<file path="config.mk">
export PLATFORM = sky130hd
export DESIGN_NAME = i2c_rx_fifo_flat
export DESIGN_NICKNAME = d
export VERILOG_FILES = /design/src/rtl/i2c_rx_fifo_pkg.sv /design/src/rtl/i2c_rx_fifo_if.sv /design/src/rtl/i2c_rx_fifo_mem.sv /design/src/rtl/i2c_rx_fifo.sv /design/src/flat_wrapper.sv
export SDC_FILE = /design/constraint.sdc
export NUM_CORES = 1
export LEC_CHECK = 0
export ABC_CLOCK_PERIOD_IN_PS = 2600
export CORE_MARGIN = 5
export CORE_UTILIZATION = 56
export CTS_CLUSTER_DIAMETER = 100
export DETAILED_ROUTE_END_ITERATION = 7
export PLACE_DENSITY = 0.79
export SYNTH_ARGS = -nofsm -noshare
export SYNTH_HDL_FRONTEND = slang
export SYNTH_SLANG_ARGS = --single-unit
</file>
<file path="constraint.sdc">
create_clock -name pclk -period 2.6 [get_ports pclk]
set_input_delay 0.52 -clock pclk [delete_from_list [all_inputs] [get_ports pclk]]
set_output_delay 0.52 -clock pclk [all_outputs]
set_load 0.005 [all_outputs]
</file>
<file path="src/rtl/i2c_rx_fifo_pkg.sv">
// Shared constants for the I2C receive FIFO: geometry, status bit positions
// and the data-mux address that pops the FIFO.
package i2c_rx_fifo_pkg;

  localparam int RX_FIFO_DEPTH = 8;
  localparam int RX_FIFO_AW    = 3;
  localparam int RX_DATA_W     = 8;

  localparam int ST_RXEMPTY = 0;
  localparam int ST_RXFULL  = 1;
  localparam int ST_RXOVF   = 2;
  localparam int ST_RXTHR   = 3;

  localparam logic [7:0] DM_CTRL   = 8'h00;
  localparam logic [7:0] DM_STATUS = 8'h04;
  localparam logic [7:0] DM_RXDATA = 8'h08;

endpackage

</file>
<file path="src/rtl/i2c_rx_fifo_if.sv">
// Bundle between the byte shifter / APB decode (master) and the receive
// FIFO (slave).
interface i2c_rx_fifo_if #(
  parameter int DATA_W = 8,
  parameter int ADDR_W = 3
);
  logic              wrEn;
  logic [DATA_W-1:0] wrData;
  logic              rdEn;
  logic              flush;
  logic              ovfClr;
  logic [ADDR_W:0]   thresh;
  logic [DATA_W-1:0] rxData;
  logic              empty;
  logic              full;
  logic [ADDR_W:0]   level;
  logic              overflow;
  logic              thrIrq;

  modport master (
    output wrEn, wrData, rdEn, flush, ovfClr, thresh,
    input  rxData, empty, full, level, overflow, thrIrq
  );

  modport slave (
    input  wrEn, wrData, rdEn, flush, ovfClr, thresh,
    output rxData, empty, full, level, overflow, thrIrq
  );
endinterface

</file>
<file path="src/rtl/i2c_rx_fifo_mem.sv">
// DEPTH x DATA_W register file: one synchronous write port, one
// asynchronous read port. Contents are intentionally not reset.
module i2c_rx_fifo_mem #(
  parameter int DEPTH  = 8,
  parameter int ADDR_W = 3,
  parameter int DATA_W = 8
) (
  input  logic              clk,
  input  logic              we,
  input  logic [ADDR_W-1:0] waddr,
  input  logic [DATA_W-1:0] wdata,
  input  logic [ADDR_W-1:0] raddr,
  output logic [DATA_W-1:0] rdata
);

  logic [DATA_W-1:0] mem_q [DEPTH];

  always_ff @(posedge clk) begin
    if (we) mem_q[waddr] <= wdata;
  end

  assign rdata = mem_q[raddr];

endmodule

</file>
<file path="src/rtl/i2c_rx_fifo.sv">
// Show-ahead receive FIFO with explicit level, sticky overflow and flush.
// Optional threshold interrupt enabled by defining I2C_RX_FIFO_THRESH_EN.
module i2c_rx_fifo
  import i2c_rx_fifo_pkg::*;
#(
  parameter int DEPTH  = RX_FIFO_DEPTH,
  parameter int ADDR_W = RX_FIFO_AW,
  parameter int DATA_W = RX_DATA_W
) (
  input  logic          pclk,
  input  logic          reset,
  i2c_rx_fifo_if.slave  bus
);

  localparam logic [ADDR_W:0] LVL_FULL = (ADDR_W+1)'(DEPTH);

  logic [ADDR_W-1:0] wr_ptr_q, wr_ptr_d;
  logic [ADDR_W-1:0] rd_ptr_q, rd_ptr_d;
  logic [ADDR_W:0]   level_q, level_d;
  logic              overflow_q, overflow_d;
  logic              empty_s, full_s, push, pop, drop;
  logic [DATA_W-1:0] rd_data;

  always_comb begin
    empty_s = (level_q == '0);
    full_s  = (level_q == LVL_FULL);
    // A pop frees the slot the simultaneous push needs, so full+rdEn still accepts.
    push = bus.wrEn && (!full_s || bus.rdEn) && !bus.flush;
    pop  = bus.rdEn && !empty_s && !bus.flush;
    drop = bus.wrEn && full_s && !bus.rdEn;

    wr_ptr_d   = wr_ptr_q;
    rd_ptr_d   = rd_ptr_q;
    level_d    = level_q;
    overflow_d = overflow_q;

    if (bus.flush) begin
      wr_ptr_d   = '0;
      rd_ptr_d   = '0;
      level_d    = '0;
      overflow_d = 1'b0;
    end else begin
      if (push) wr_ptr_d = wr_ptr_q + 1'b1;
      if (pop)  rd_ptr_d = rd_ptr_q + 1'b1;
      case ({push, pop})
        2'b10:   level_d = level_q + 1'b1;
        2'b01:   level_d = level_q - 1'b1;
        default: level_d = level_q;
      endcase
      if (drop)            overflow_d = 1'b1;
      else if (bus.ovfClr) overflow_d = 1'b0;
    end
  end

  always_ff @(posedge pclk or posedge reset) begin
    if (reset) begin
      wr_ptr_q   <= '0;
      rd_ptr_q   <= '0;
      level_q    <= '0;
      overflow_q <= 1'b0;
    end else begin
      wr_ptr_q   <= wr_ptr_d;
      rd_ptr_q   <= rd_ptr_d;
      level_q    <= level_d;
      overflow_q <= overflow_d;
    end
  end

  i2c_rx_fifo_mem #(
    .DEPTH  (DEPTH),
    .ADDR_W (ADDR_W),
    .DATA_W (DATA_W)
  ) u_mem (
    .clk   (pclk),
    .we    (push),
    .waddr (wr_ptr_q),
    .wdata (bus.wrData),
    .raddr (rd_ptr_q),
    .rdata (rd_data)
  );

`ifdef I2C_RX_FIFO_THRESH_EN
  logic thr_irq_q, thr_irq_d;

  always_comb begin
    thr_irq_d = !bus.flush && (bus.thresh != '0) && (level_d >= bus.thresh);
  end

  always_ff @(posedge pclk or posedge reset) begin
    if (reset) thr_irq_q <= 1'b0;
    else       thr_irq_q <= thr_irq_d;
  end

  assign bus.thrIrq = thr_irq_q;
`else
  logic unused_thresh;
  assign unused_thresh = ^bus.thresh;
  assign bus.thrIrq    = 1'b0;
`endif

  assign bus.rxData   = empty_s ? '0 : rd_data;
  assign bus.empty    = empty_s;
  assign bus.full     = full_s;
  assign bus.level    = level_q;
  assign bus.overflow = overflow_q;

endmodule
</file>
<file path="src/flat_wrapper.sv">
// flat-port wrapper written by rule: the top's interface ports become plain ports
module i2c_rx_fifo_flat import i2c_rx_fifo_pkg::*;
#(
  parameter int DEPTH  = RX_FIFO_DEPTH,
  parameter int ADDR_W = RX_FIFO_AW,
  parameter int DATA_W = RX_DATA_W
)
  (pclk, reset, bus_wrEn, bus_wrData, bus_rdEn, bus_flush, bus_ovfClr, bus_thresh, bus_rxData, bus_empty, bus_full, bus_level, bus_overflow, bus_thrIrq);
  i2c_rx_fifo_if #(.DATA_W(DATA_W), .ADDR_W(ADDR_W)) bus_i ();
  input  logic pclk;
  input  logic reset;
  input wire logic [$bits(bus_i.wrEn)-1:0] bus_wrEn;
  input wire logic [$bits(bus_i.wrData)-1:0] bus_wrData;
  input wire logic [$bits(bus_i.rdEn)-1:0] bus_rdEn;
  input wire logic [$bits(bus_i.flush)-1:0] bus_flush;
  input wire logic [$bits(bus_i.ovfClr)-1:0] bus_ovfClr;
  input wire logic [$bits(bus_i.thresh)-1:0] bus_thresh;
  output wire logic [$bits(bus_i.rxData)-1:0] bus_rxData;
  output wire logic [$bits(bus_i.empty)-1:0] bus_empty;
  output wire logic [$bits(bus_i.full)-1:0] bus_full;
  output wire logic [$bits(bus_i.level)-1:0] bus_level;
  output wire logic [$bits(bus_i.overflow)-1:0] bus_overflow;
  output wire logic [$bits(bus_i.thrIrq)-1:0] bus_thrIrq;
  assign bus_i.wrEn = bus_wrEn;
  assign bus_i.wrData = bus_wrData;
  assign bus_i.rdEn = bus_rdEn;
  assign bus_i.flush = bus_flush;
  assign bus_i.ovfClr = bus_ovfClr;
  assign bus_i.thresh = bus_thresh;
  assign bus_rxData = bus_i.rxData;
  assign bus_empty = bus_i.empty;
  assign bus_full = bus_i.full;
  assign bus_level = bus_i.level;
  assign bus_overflow = bus_i.overflow;
  assign bus_thrIrq = bus_i.thrIrq;
  i2c_rx_fifo #(.DEPTH(DEPTH), .ADDR_W(ADDR_W), .DATA_W(DATA_W)) u_core (.pclk(pclk), .reset(reset), .bus(bus_i));
endmodule
</file>
=== Word level (Yosys, flattened, before mapping) ===
Memories as Yosys holds them, arrays and structs flattened.
Cells that the tools add are included.

* Register bits after elaboration: 11
* Bits in writable memories: 64
* Input port bits: 18
* Logic and storage cells: 40
* Output and inout bits: 16
* Memories: 1

* Add/subtract/negate cells: 4
* Reduce and logical (&&, ||, !) cells: 16
* Muxes and demuxes: 12
* Eq/ne operators: 3

{| class="wikitable"
|+ Memory list
! name !! words !! bits a word !! read ports !! clocked after memory_dff !! wr ports !! line !! RTL
|-
| u_core.u_mem.mem_q || 8 || 8 || 1 || 0 || 1 || i2c_rx_fifo_mem.sv:16 || <nowiki>logic [DATA_W-1:0] mem_q [DEPTH];</nowiki>
|}

{| class="wikitable"
|+ Operators with widths
! operator !! count
|-
| 3-bit 2-to-1 mux || 4
|-
| 8-bit 2-to-1 mux || 1
|-
| 4-bit case mux with 2 select lines || 1
|-
| 3-bit by 1-bit adder with 3-bit output (second input constant) || 2
|-
| 1-bit logical AND || 6
|-
| 3-bit nonzero test || 2
|-
| 1-bit 2-to-1 mux || 5
|-
| 4-bit by 1-bit adder with 4-bit output (second input constant) || 1
|-
| 4-bit == test (second input constant) || 1
|-
| 1-bit logical NOT || 4
|-
| 4-bit logical NOT || 1
|-
| 4-bit 2-to-1 mux || 1
|-
| 2-bit nonzero test || 2
|-
| 4-bit by 1-bit subtractor with 4-bit output (second input constant) || 1
|-
| 2-bit by 1-bit == test with 1-bit output (second input constant) || 1
|-
| 2-bit == test (second input constant) || 1
|-
| 1-bit logical OR || 1
|}

=== Depth between registers and ports, before layout ===
Gate-level depths: netlist of the first run.

* Depth in word-level cells: 8
* Depth in mapped cells: 11
* Depth with buffers taken out: 8

=== Modules after synthesis ===
A second synthesis of the first run with hierarchy kept.

* Cells, all modules: 184
* Area, all modules: 3284.4 sq um

{| class="wikitable"
|+ Modules (own cells, without submodules)
! module !! times used !! area each (sq um) !! sequential area each (sq um) !! cells an instance
|-
| i2c_rx_fifo_mem || 1 || 2531.2 || 1921.8 || 106
|-
| i2c_rx_fifo || 1 || 753.2 || 275.3 || 78
|}

=== Worst setup path after synthesis of the first run ===
No wires, ideal clock.

* Path kind: input -> register
* Start point: in bus_rdEn
* End point: mem u_core.u_mem.mem_q[1][0] (enable)
* Setup time: 0.395 ns
* Stages on the path: 5
* Buffers on the path: 1
* Data arrival time: 1.970 ns
* Setup slack: 0.235 ns
* Cells stage by stage: buf_2 -> or2b_2 -> o21a_1 -> nand2_1 -> nor4_1

* Longest elaborated chain between the ends: 5

{| class="wikitable"
|+ Ends and longest elaborated chain
! element !! line !! RTL
|-
| from (decl) || flat_wrapper.sv:14 || <nowiki>input wire logic [$bits(bus_i.rdEn)-1:0] bus_rdEn;</nowiki>
|-
| 1-bit logical OR || i2c_rx_fifo.sv:28 || <nowiki>push = bus.wrEn && (!full_s || bus.rdEn) && !bus.flush;</nowiki>
|-
| 1-bit logical AND (2 in a row) || i2c_rx_fifo.sv:28 ||
|-
| 1-bit 2-to-1 mux || i2c_rx_fifo_mem.sv:19 || <nowiki>if (we) mem_q[waddr] <= wdata;</nowiki>
|-
| 1-bit 2-to-1 mux (implied by the code) || i2c_rx_fifo_mem.sv:19 ||
|-
| to (decl) || i2c_rx_fifo_mem.sv:16 ||
|}

Every way passes these cells.

=== Final worst setup path of the first run ===
* Start point: reg u_core.level_q[2] (netlist: u_core.bus.level[2])
* End point: out bus_empty

* Longest elaborated chain between the ends: 1

{| class="wikitable"
|+ Ends and longest elaborated chain
! element !! line !! RTL
|-
| from (decl) || i2c_rx_fifo.sv:19 || <nowiki>logic [ADDR_W:0] level_q, level_d;</nowiki>
|-
| from (signal assigned) || i2c_rx_fifo.sv:64 || <nowiki>level_q <= level_d;</nowiki>
|-
| 4-bit logical NOT || i2c_rx_fifo.sv:25 || <nowiki>empty_s = (level_q == '0);</nowiki>
|-
| to (decl) || flat_wrapper.sv:19 || <nowiki>output wire logic [$bits(bus_i.empty)-1:0] bus_empty;</nowiki>
|}

Every way passes these cells.

==> flow_metrics.env, run 1 <==
export IMPL_hp_class="in -> async"
export IMPL_max_cap_violations=0
export IMPL_hold_buffers=0
export IMPL_yosysWarnings=0
export IMPL_syn2layout_area_growth_pct=20.2
export IMPL_clk_latency_ns=0.34
export IMPL_numCtsBuffers=9
export IMPL_r2r_start="u_core.bus.level[2]"
export IMPL_reg2reg_to="u_core.bus.level[2]"
export IMPL_numClockSinks=75
export IMPL_drtIter0Drc=109
export IMPL_dieArea_um2=7570
export IMPL_min_period_ns=2.52
export IMPL_path_cells="or3_1 > nor2_4 > buf_6 > clkdlybuf4s50_1"
export IMPL_synth_nets=223
export IMPL_status="finished, final reports clean"
export IMPL_setup_viol=0
export IMPL_critPathKind="reg -> out"
export IMPL_ys_flop_type="edfxtp_1"
export IMPL_grt_overflow_total=0
export IMPL_routed_wl_um=6110
export IMPL_cts_tree="done"
export IMPL_diodes=0
export IMPL_rows=28
export IMPL_synth_top_area_frac=0.579
export IMPL_fin_crit_sh=0.969
export IMPL_r2r_cells=8
export IMPL_worst_slew_pin_slew_ns=0.957
export IMPL_grt_max_degree=18
export IMPL_fin_util=0.682
export IMPL_synth_area_um2=3320
export IMPL_antenna_left=0
export IMPL_p_per_area_nw_per_um2=723
export IMPL_syn_area_per_cell_um2=16.5
export IMPL_swShare=0.278
export IMPL_drc_errors=0
export IMPL_fin_nets=271
export IMPL_core_um2=5850
export IMPL_synth_edf_count=64
export IMPL_die_w_um=87.0
export IMPL_port_buffer_count=28
export IMPL_synth_common_cells="edfxtp_1, nor2_1, mux4_2"
export IMPL_grt_pass1_wl_um=9920
export IMPL_clock_skew_ns=0.00734
export IMPL_via_per_inst=5.77
export IMPL_die_h_um=87.0
export IMPL_htree_levels=3
export IMPL_final_hold_viol_count=0
export IMPL_fmax_ghz=0.397
export IMPL_antenna_found_initial=0
export IMPL_max_stage_delay_ns=0.51
export IMPL_critPathRequiredTime_ns=2.08
export IMPL_synth_top_cells_by_area="edfxtp_1, mux4_2, dfrtp_1, mux2i_1, nor2_1"
export IMPL_layout_cells_non_filler=329
export IMPL_slowest_stage="clkdlybuf4s50_1"
export IMPL_synth_most_common_cell="edfxtp_1"
export IMPL_leakage_nw=1.40
export IMPL_grtUsageTotal=0.178
export IMPL_place_hpwl_um=4100
export IMPL_first_pass_iters=4
export IMPL_power_internal_mw=2.08
export IMPL_fin_ws_ns=0.0806
export IMPL_power_frac_clock=0.273
export IMPL_pin_count=34
export IMPL_p_switching_uw=802
export IMPL_globalplace_congestion=0.846
export IMPL_rrSetupSlack_ns=0.44
export IMPL_relSlewSlack=0.360
export IMPL_crit_fanout=9
export IMPL_wire_per_inst_um=18.6
export IMPL_peakVddDrop_mv=0.684
export IMPL_grt_pass1_vias=1946
export IMPL_preCtsSetupSlack_ns=-0.00533
export IMPL_ys_types=47
export IMPL_rsz0062_at_grt="false"
export IMPL_layout_drive_gt1_share=0.268
export IMPL_dp_cells=312
export IMPL_fin_setup_tns_ns=0
export IMPL_root_buffer="clkbuf_8"
export IMPL_ys_seq_area_frac=0.662
export IMPL_ys_async_sr_fraction=0.147
export IMPL_power_total_mw=2.89
export IMPL_cts_clk_slew_worst_paths_ns=0.08
export IMPL_initial_utilization=0.567
export IMPL_arrival_ns=2.00
export IMPL_drv_slew=0
export IMPL_synth_area_leader_cell="edfxtp_1"
export IMPL_start_kind="flop"
export IMPL_combPwrFrac=0.249
export IMPL_endpoint_kind="output port"
export IMPL_vias=1899
export IMPL_seqPwrFrac=0.478
export IMPL_synthCells=201
export IMPL_ys_seq_elements=75
export IMPL_cts_buffer_depth=2
==> per-stage QoR <==
step	hold slack (ns)	instance area (um^2)
after floorplan	0.372	3320
after global placement	0.605	3810
after detailed placement	0.636	3810
after CTS	0.479	3990
after global routing	0.516	3990
final	0.478	3990
==> state kept, by name, summed over array words and instances (netlist names) <==
signal	flops
u_core.rd_ptr_q	3
u_core.bus.level	4
u_core.bus.overflow	1
u_core.wr_ptr_q	3
u_core.u_mem.mem_q	64
==> how the worst max path moves through the flow <==
stage	to	start	depth (start not counted)
4_1_cts	bus_empty	u_core.bus.level[2]	4
2_1_floorplan	u_core.u_mem.mem_q[1][0]	bus_rdEn	5
5_1_grt	bus_empty	u_core.bus.level[2]	4
3_5_place_dp	u_core.bus.level[2]	bus_wrEn	9
6_report	bus_empty	u_core.bus.level[2]	4
3_3_place_gp	u_core.bus.level[2]	bus_wrEn	9
==> area by class of cell <==
| class | instances | area (um^2) |
|---|---|---|
| Multi-Input combinational cell | 109 | 1040 |
| Timing Repair Buffer | 51 | 472 |
| Clock inverter | 7 | 52.6 |
| Sequential cell | 75 | 2200 |
| Inverter | 3 | 11.3 |
| Tap cell | 75 | 93.8 |
| Fill cell | 410 | 1860 |
| Clock buffer | 9 | 124 |
==> cells in the final DEF, fill, tap and decap left out, drive strengths merged, types with 3 or more instances in the layout <==
| cell | Yosys | routed |
|---|---|---|
| mux2i | 8 | 8 |
| nor2 | 18 | 18 |
| dfrtp | 11 | 11 |
| buf | 12 | 23 |
| nor3 | 5 | 5 |
| clkbuf | 2 | 9 |
| dlygate4sd2 | 0 | 8 |
| clkdlybuf4s50 | 0 | 20 |
| a21oi | 6 | 6 |
| mux4 | 16 | 16 |
| o211ai | 4 | 4 |
| inv | 3 | 4 |
| nor2b | 3 | 3 |
| ha | 4 | 4 |
| edfxtp | 64 | 64 |
| xnor2 | 3 | 3 |
| nand3 | 4 | 4 |
| nand2 | 8 | 8 |
| clkinv | 0 | 6 |
| nor4 | 3 | 3 |
==> power by group through the flow <==
stage               combinational [mW]  sequential, mW  clock [mW]
floorplan                        0.475            1.40           0
global placement                 0.739            1.40           0
detailed placement               0.748            1.41           0
CTS                              0.725            1.38       0.805
global route                     0.789            1.38       0.856
finish                           0.719            1.38       0.788
==> timing repair <==
item                                    CTS  global route
pin swaps                                 0             0
buffers inserted                          1             0
endpoints found under the setup margin    8             1
gates resized for setup                   8             1
==> worst max-delay path, delay by kind of cell (launching register included) <==
family / cells / cell delay (ns)
buffers and inverters: 2 / 0.67
AND/OR/NAND/NOR: 2 / 0.60
flip-flops: 1 / 0.39
==> layer usage <==
layer	GRT usage	share of wire
met1	0.237	0.42
met2	0.293	0.51
met3	0.0255	0.061
met4	0.0765	0.010
met5	0	0
==> logic make-up after synthesis <==
group / after synthesis / synth area share
buf+inv: 17 / 0.0309
flops: 75 / 0.662
compound gates: 25 / 0.0686
simple gates: 50 / 0.0765
other cells: 1 / 0.00113
fa+ha+maj: 4 / 0.0151
mux: 24 / 0.133
xor+xnor: 5 / 0.0132
No activity file was read; power rests on OpenSTA's default activity.
==> run 2, diff against run 1 <==
--- a/config.mk
+++ b/config.mk
@@ -6,7 +6,7 @@
 export NUM_CORES = 1
 export LEC_CHECK = 0
 export ABC_CLOCK_PERIOD_IN_PS = 2600
-export CORE_MARGIN = 5
+export CORE_MARGIN = 2
 export CORE_UTILIZATION = 56
 export CTS_CLUSTER_DIAMETER = 100
 export DETAILED_ROUTE_END_ITERATION = 7
==> run 2 against run 1 <==
Net effect: clock power grew 10%; critical endpoint unchanged; critical path type unchanged; power up 4.9%; final cell count is 0.61% higher; non-clock buffer count is 2 higher.
==> flow_metrics.env, run 2 (synthesis gave the netlist of run 1 again) <==
export IMPL_mostFrequentLayoutCells="edfxtp_1, buf_4, clkdlybuf4s50_1"
export IMPL_worst_slew_pin_slew_ns=1.14
export IMPL_wire_per_inst_um=18.4
export IMPL_relSlewSlack=0.232
export IMPL_numClockSinks=75
export IMPL_final_hold_viol_count=0
export IMPL_ff_latch_area_um2=2200
export IMPL_place_hpwl_um=3920
export IMPL_fmax_ghz=0.400
export IMPL_r2r_start="u_core.bus.level[2]"
export IMPL_slowest_stage="clkdlybuf4s50_1"
export IMPL_dieArea_um2=6560
export IMPL_grtUsageTotal=0.213
export IMPL_antenna_left=0
export IMPL_start_kind="flop"
export IMPL_setup_viol=0
export IMPL_regMostFlops="u_core.u_mem.mem_q"
export IMPL_fin_nets=273
export IMPL_cts_buffer_depth=2
export IMPL_peakVddDrop_mv=0.502
export IMPL_endpoint_kind="output port"
export IMPL_core_um2=5820
export IMPL_first_pass_iters=4
export IMPL_grt_pass1_wl_um=9770
export IMPL_fill_cells=407
export IMPL_r2r_cells=9
export IMPL_crit_cells=4
export IMPL_root_buffer="clkbuf_8"
export IMPL_max_stage_delay_ns=0.49
export IMPL_reg2reg_to="u_core.bus.level[2]"
export IMPL_clock_skew_ns=0.00779
export IMPL_final_common_cell="edfxtp_1"
export IMPL_min_period_ns=2.50
export IMPL_arrival_ns=1.98
export IMPL_hp_class="in -> async"
export IMPL_pin_count=34
export IMPL_grt_overflow_total=0
export IMPL_hold_ws_ns=0.472
export IMPL_syn2layout_area_growth_pct=21.2
export IMPL_leakage_nw=1.41
export IMPL_antenna_found_initial=0
export IMPL_layout_drive_gt1_share=0.277
export IMPL_drv_slew=0
export IMPL_endpoint="bus_empty"
export IMPL_initial_utilization=0.571
export IMPL_htree_levels=3
export IMPL_vias=1898
export IMPL_numCtsBuffers=9
export IMPL_grt_pass1_vias=1914
export IMPL_path_cells="or3_1 > nor2_4 > buf_4 > clkdlybuf4s50_1"
export IMPL_port_buffer_count=28
export IMPL_rsz0062_at_grt="false"
export IMPL_crit_start="u_core.bus.level[2]"
export IMPL_cts_tree="done"
export IMPL_clk_latency_ns=0.35
export IMPL_largest_reg_flops=64
export IMPL_drtIter0Drc=133
export IMPL_p_per_area_nw_per_um2=752
export IMPL_power_total_mw=3.03
export IMPL_die_h_um=81.0
export IMPL_rrSetupSlack_ns=0.35
export IMPL_hold_buffers=0
export IMPL_globalplace_congestion=0.773
export IMPL_drc_errors=0
export IMPL_grt_max_degree=18
export IMPL_crit_family="buffers and inverters"
export IMPL_critPathRequiredTime_ns=2.08
export IMPL_max_cap_violations=0
export IMPL_diodes=0
export IMPL_status="finished, final reports clean"
export IMPL_critPathKind="reg -> out"
export IMPL_multi_input_area_um2=1040
export IMPL_crit_fanout=4
export IMPL_cts_clk_slew_worst_paths_ns=0.08
export IMPL_die_w_um=81.0
export IMPL_rows=28
export IMPL_routed_wl_um=6100
export IMPL_cp_num_buf_inv=2
export IMPL_via_per_inst=5.73
export IMPL_fin_crit_sh=0.962
run 2: changes by cell type in the layout (fill, tap and decap cells not counted), sizes merged:
cell	before	now
buf	23	25
bufinv	0	1
clkinv	6	3
clkinvlp	0	2
run 2: routing by layer:
| layer | GRT usage | vias up | share of wire |
|---|---|---|---|
| li1 | - | 883 | - |
| met1 | 0.302 | 937 | 0.44 |
| met2 | 0.322 | 66 | 0.48 |
| met3 | 0.0400 | 12 | 0.054 |
| met4 | 0.103 | 0 | 0.018 |
| met5 | 0 | - | 0 |
run 2: how the worst min path moves through the flow:
stage / slack (ns) / to / depth (start not counted)
floorplan: 0.37 / u_core.bus.level[0] / 1
CTS: 0.47 / u_core.bus.overflow / 2
finish: 0.47 / u_core.bus.overflow / 2
global route: 0.52 / u_core.bus.level[1] / 2
detailed placement: 0.53 / u_core.rd_ptr_q[1] / 2
global placement: 0.51 / u_core.rd_ptr_q[1] / 2
run 2: where the power goes:
part	total (mW)	switching (mW)	internal, mW	leakage [nW]
combinational	0.774	0.349	0.425	0.590
sequential	1.38	0.0359	1.35	0.726
clock	0.870	0.431	0.439	0.0931
run 2: worst reg2reg max path: cells and delay by family, from the launching register on:
kind                       cells  cell delay (ns)
adders and majority gates      1             0.33
AOI/OAI and AO/OA              3             0.57
and+or+nand+nor                4             0.75
DFF                            1             0.38
buffers and inverters          1             0.14
run 2: repair_timing:
action / CTS / global route
setup buffers: 3 / 0
setup endpoints to repair: 8 / 0
resized for setup: 10 / 0
hold endpoints to repair: 0 / 0
run 2: stage by stage:
stage | setup WS, ns | utilization | instance area, um^2 | TNS [ns] | instances
floorplan | 0.235 | - | 3320 | 0 | 201
global placement | -0.00708 | 0.652 | 3790 | -0.0538 | 311
detailed placement | -0.0428 | 0.652 | 3790 | -0.365 | 311
CTS | 0.0883 | 0.692 | 4020 | 0 | 331
global route | 0.0153 | 0.692 | 4020 | 0 | 331
finish | 0.0998 | 0.692 | 4020 | 0 | 331
run 2: final cells by class:
class                   count  area share
multi-input cells         109       0.258
repair buffers             53       0.122
flip-flops and latches     75       0.546
clock buffers               9      0.0308
well taps                  75      0.0233
inverters                   3     0.00280
clock inverters             7      0.0168
